[src/rtl/glitc_intercom_cmd_decoder.sv]
// GLITC intercom receive-side command decoder.
// Acquires link lock on idle characters and decodes complement-protected
// command pairs. Header byte {4'hA, code} must be followed by its bitwise
// inverse; the code then becomes a one-cycle sync pulse or command strobe.
//
// Optional build macro GLITC_INTERCOM_CMD_STRICT_EN: when defined, an idle
// byte arriving between header and complement counts as a mismatch.
// When undefined, such idles are skipped and the command stays pending.
//
// state  | meaning
// HUNT   | searching for first idle character
// VERIFY | counting consecutive idles towards lock
// LOCKED | link up, waiting for idle or command header
// CMD    | header latched, waiting for its complement byte
module glitc_intercom_cmd_decoder #(
  parameter int          LOCK_COUNT   = 16,
  parameter int          UNLOCK_COUNT = 4,
  parameter logic [7:0]  IDLE_CHAR    = 8'hBC,
  parameter logic [3:0]  SYNC_CODE    = 4'h1
) (
  input  logic        clk_i,
  input  logic        rst_n_i,
  input  logic [7:0]  rx_data_i,
  input  logic        rx_valid_i,
  input  logic        status_rst_i,
  output logic        sync_o,
  output logic [3:0]  cmd_o,
  output logic        cmd_valid_o,
  output logic        locked_o,
  output logic [15:0] err_count_o
);

`ifdef GLITC_INTERCOM_CMD_STRICT_EN
  localparam bit STRICT = 1'b1;
`else
  localparam bit STRICT = 1'b0;
`endif

  typedef enum logic [1:0] {HUNT, VERIFY, LOCKED, CMD} state_t;

  state_t     state;
  logic [7:0] lock_cnt;
  logic [3:0] consec_err;
  logic [3:0] hdr_code;

  logic is_idle;
  logic is_hdr;
  logic cmp_match;
  logic byte_err;
  logic byte_good;

  assign is_idle   = (rx_data_i == IDLE_CHAR);
  assign is_hdr    = (rx_data_i[7:4] == 4'hA);
  assign cmp_match = (rx_data_i == ~{4'hA, hdr_code});

  // Classify the current byte as good/errored; only meaningful once locked.
  always_comb begin
    byte_err  = 1'b0;
    byte_good = 1'b0;
    case (state)
      LOCKED: begin
        if (is_idle || is_hdr) byte_good = 1'b1;
        else                   byte_err  = 1'b1;
      end
      CMD: begin
        if (cmp_match)              byte_good = 1'b1;
        else if (is_idle && !STRICT) byte_good = 1'b0;
        else                        byte_err  = 1'b1;
      end
      default: ;
    endcase
  end

  // Link FSM, command decode, error counters and registered outputs.
  always_ff @(posedge clk_i or negedge rst_n_i) begin
    if (!rst_n_i) begin
      state       <= HUNT;
      lock_cnt    <= '0;
      consec_err  <= '0;
      hdr_code    <= '0;
      sync_o      <= 1'b0;
      cmd_o       <= '0;
      cmd_valid_o <= 1'b0;
      locked_o    <= 1'b0;
      err_count_o <= '0;
    end else begin
      sync_o      <= 1'b0;
      cmd_valid_o <= 1'b0;

      if (status_rst_i)
        err_count_o <= '0;
      else if (rx_valid_i && byte_err && (err_count_o != 16'hFFFF))
        err_count_o <= err_count_o + 16'd1;

      if (rx_valid_i) begin
        if (byte_err) begin
          // An errored complement also drops the pending command.
          if (consec_err == 4'(UNLOCK_COUNT - 1)) begin
            state      <= HUNT;
            locked_o   <= 1'b0;
            consec_err <= '0;
            lock_cnt   <= '0;
          end else begin
            consec_err <= consec_err + 4'd1;
            state      <= LOCKED;
          end
        end else begin
          if (byte_good) consec_err <= '0;
          case (state)
            HUNT: begin
              if (is_idle) begin
                state    <= VERIFY;
                lock_cnt <= 8'd1;
              end
            end
            VERIFY: begin
              if (!is_idle) begin
                state    <= HUNT;
                lock_cnt <= '0;
              end else if (lock_cnt == 8'(LOCK_COUNT - 1)) begin
                state    <= LOCKED;
                locked_o <= 1'b1;
                lock_cnt <= '0;
              end else begin
                lock_cnt <= lock_cnt + 8'd1;
              end
            end
            LOCKED: begin
              if (is_hdr && !is_idle) begin
                hdr_code <= rx_data_i[3:0];
                state    <= CMD;
              end
            end
            CMD: begin
              if (cmp_match) begin
                state <= LOCKED;
                if (hdr_code == SYNC_CODE) begin
                  sync_o <= 1'b1;
                end else begin
                  cmd_valid_o <= 1'b1;
                  cmd_o       <= hdr_code;
                end
              end
            end
            default: state <= HUNT;
          endcase
        end
      end
    end
  end

endmodule

[config.mk]
export PLATFORM = sky130hd
export DESIGN_NAME = glitc_intercom_cmd_decoder
export DESIGN_NICKNAME = d
export VERILOG_FILES = /design/src/rtl/glitc_intercom_cmd_decoder.sv
export SDC_FILE = /design/constraint.sdc
export NUM_CORES = 1
export LEC_CHECK = 0
export CAP_MARGIN = 20
export CORE_AREA = 2 2 80 82
export DETAILED_ROUTE_END_ITERATION = 7
export DIE_AREA = 0 0 82 84
export PLACE_DENSITY = 0.57
export SYNTH_ARGS = -nofsm -noshare
export SYNTH_HDL_FRONTEND = slang
export SYNTH_SLANG_ARGS = --single-unit
[constraint.sdc]
create_clock -name clk_i -period 5.6 [get_ports clk_i]
set_clock_uncertainty 0.1 [all_clocks]
set_input_delay 0.84 -clock clk_i [delete_from_list [all_inputs] [get_ports clk_i]]
set_output_delay 0.84 -clock clk_i [all_outputs]
set_load 0.01 [all_outputs]
==> impl_metrics.env <==
export IMPL_synth_edf_count=0
export IMPL_drtIter0Drc=114
export IMPL_setup_viol=0
export IMPL_worst_slack_ps=2739
export IMPL_cts_sinks=41
export IMPL_ys_warn_count=0
export IMPL_antenna_cells=0
export IMPL_cp_required_ps=5710
export IMPL_place_ws_ps=2431
export IMPL_slew_headroom_pct=38.14
export IMPL_grt_use_total_pct=15.32
export IMPL_wl_per_cell_um=13.83
export IMPL_synth_cells=238
export IMPL_worst_pin_slew_ps=928.0
export IMPL_yosysSeqAreaShare_pct=43.94
export IMPL_drcViolationCount=0
export IMPL_path_buf_inv=1
export IMPL_end_kind="flop"
export IMPL_cp_cell_sequence="clkdlybuf4s50_1 -> nand3b_2 -> nor3_1 -> a31oi_4 -> nand3_1 -> or4_1 -> a21oi_1"
export IMPL_antenna_found_initial=0
export IMPL_crit_slowest_cell="or4_1"
export IMPL_peakVddDrop_mv=0.1174
export IMPL_path_delay_family="simple AND/OR/NAND/NOR gates"
export IMPL_routed_via_density=5.448
export IMPL_cts_buffer_depth=2
export IMPL_grt_pass1_vias=1870
export IMPL_wl_um=4812
export IMPL_root_buffer="clkbuf_8"
export IMPL_areaGrowthSynthToFinish_pct=20.26
export IMPL_cts_tree="done"
export IMPL_htree_num_levels=2
export IMPL_slowest_delay_ps=510
export IMPL_cts_inserted_buffers=5
export IMPL_whs_ps=403.8
export IMPL_startpoint_type="primary input"
export IMPL_row_count=29
export IMPL_postSynthAreaPerCell_um2=9.810
export IMPL_hold_viol=0
export IMPL_hold_class="flop to flop"
export IMPL_p_leak_uw=0.001146
export IMPL_cts_hold_buf=0
export IMPL_initial_core_util_pct=38.30
export IMPL_cts_setup_buffers=0
export IMPL_grt_setup_unrepaired="no"
export IMPL_worst_setup_path_type="primary input to flop"
export IMPL_hpwl_um=3423
export IMPL_min_period_over_period_pct=51.08
export IMPL_coreArea_um2=6096
export IMPL_gp_congestion=0.7970
export IMPL_multi_input_area_um2=1240
export IMPL_cts_resized=0
export IMPL_power_density_nw_per_um2=186.1
export IMPL_fin_crit_ps=2861
export IMPL_syn_area_um2=2335
export IMPL_seq_area_um2=1026
export IMPL_synth_top_family_by_area="simple AND/OR/NAND/NOR gates"
export IMPL_pin_count=35
export IMPL_synthAdderAreaFrac_pct=1.608
export IMPL_clkSlewWorstSetupHoldPaths_ps=80
export IMPL_antenna_left=0
export IMPL_synthesis_nets=253
export IMPL_die_area_um2=6888
export IMPL_fillers=607
export IMPL_nets=285
export IMPL_die_w_um=82
export IMPL_fmax_mhz=349.6
export IMPL_dieHeight_um=84
export IMPL_drive_gt1_share_pct=12.18
export IMPL_grt_pass1_wl_um=8411
export IMPL_synth_simple_gate_area_share_pct=28.56
export IMPL_dr_pass1_iters=4
export IMPL_synth_compound_area_share_pct=13.99
export IMPL_synth_xor_area_share_pct=3.698
export IMPL_synth_seq_cells=41
export IMPL_num_vias=1896
export IMPL_status="finished, final reports clean"
export IMPL_synthMuxAreaShare_pct=5.252
export IMPL_drv_cap=0
export IMPL_ys_types=58
export IMPL_power_total_uw=522.5
export IMPL_worstSkewPairLatency_ps=300
export IMPL_setup_tns_ps=0
export IMPL_maxSlewViolCount=0
export IMPL_synthFlopType="dfrtp_1"
export IMPL_synthArstFlopShare_pct=100.0
export IMPL_grt_max_degree=42
export IMPL_crit_arrival_ps=2970
export IMPL_io_buffers=34
export IMPL_gr_total_overflow=0
export IMPL_cp_max_fo=11
==> area by class of cell <==
type                       instances  share of cell area (%)
multi-input combinational        182                   44.16
tap                               77                   3.431
sequential                        41                   36.54
inverter                           6                  0.8021
timing repair buffer              34                   11.94
clock inverter                     2                  0.5348
clock buffer                       6                   2.585
==> report_power, final <==
part	total, µW	switching (µW)	internal [µW]	leakage, µW
Combinational	29.2	17.3	11.9	0.000536
Sequential	299	1.93	297	0.000572
Clock	194	106	87.9	0.0000374
==> cells in the final DEF (no fill, tap or decap), types with 2 or more instances in the layout <==
cell             instances
and3_1                   5
nor2_1                  16
nor4_4                   2
o21ai_0                  9
or4_1                    5
clkinvlp_4               2
dfrtp_1                 41
and2_4                   2
nand4_1                  6
nor4_1                   2
a31oi_1                  4
clkdlybuf4s50_1         33
ha_1                     3
nor3b_1                  2
a21oi_1                 11
nand2b_1                 3
mux2_2                   9
inv_1                    5
clkbuf_8                 5
a21o_1                   3
nor3_2                   2
a221o_1                  2
xnor2_1                  5
nor2b_1                  5
nand2_1                 20
xor2_1                   3
nor3_1                   6
o31ai_1                  7
nand3_1                 20
or3_1                    4
==> per-layer routing <==
layer	up-vias	routed length [µm]	part of all wire (%)	global-route usage, %
met1	910	2352	49	21.98
met5	-	0	0	0
met4	0	42	0.87	3.788
li1	951	-	-	-
met2	31	2273	47	23.21
met3	4	144	3.0	3.571
==> Yosys cell counts, types with 2 or more instances <==
cell      count  share of area [%]
a21o_1        3               0.96
a21oi_1      11                2.4
a221o_1       2               0.86
a31oi_1       4                1.1
and2_4        2               0.75
and3_1        5                1.3
clkbuf_1      6               0.96
dfrtp_1      41                 44
ha_1          3                1.6
inv_1         5               0.80
mux2_2        9                4.3
nand2_1      20                3.2
nand2b_1      3               0.80
nand3_1      20                4.3
nand4_1       6                1.6
nor2_1       16                2.6
nor2b_1       5                1.3
nor3_1        6                1.3
nor3_2        2               0.86
nor3b_1       2               0.64
nor4_1        2               0.54
nor4_4        2                1.8
o21ai_0       9                1.9
o31ai_1       7                2.3
or3_1         4                1.1
or4_1         5                1.6
xnor2_1       5                1.9
xor2_1        3                1.1
==> worst reg2reg max path: cells and delay by family, from the launching register on <==
kind / cells / cell delay [ps]
compound gates: 1 / 340
flops: 1 / 400
simple gates: 4 / 1190
fa+ha+maj: 1 / 200
==> kinds of logic after synthesis <==
kind of cell | count (synthesis)
adders and majority gates | 3
and+or+nand+nor | 112
DFF | 41
xor gates and xnor gates | 9
AOI/OAI and AO/OA | 47
buffers and inverters | 15
muxes | 11
==> stage by stage <==
stage               instance area, µm²  std cells  util, %
floorplan                         2335        238        -
global placement                  2720        340    44.62
detailed placement                2720        340    44.62
CTS                               2808        348    46.06
global route                      2808        348    46.06
finish                            2808        348    46.06
==> worst paths after layout <==
check	from	slack, ps	cells after the start	end
min in group asynchronous	rst_n_i	580	1	err_count_o[8]
min	cmd_o[0]	400	1	cmd_o[0]
max reg2reg	consec_err[0]	3260	6	lock_cnt[2]
max	rx_data_i[6]	2740	7	err_count_o[9]
min reg2reg	cmd_o[0]	400	1	cmd_o[0]
max in group asynchronous	rst_n_i	4240	1	sync_o
==> registers in the layout, summed over array words and instances, names as in the netlist <==
name,flops
consec_err,4
hdr_code,4
err_count_o,16
cmd_o,4
cmd_valid_o,1
lock_cnt,8
state,2
locked_o,1
sync_o,1
Power figures use the tool's default switching activity.
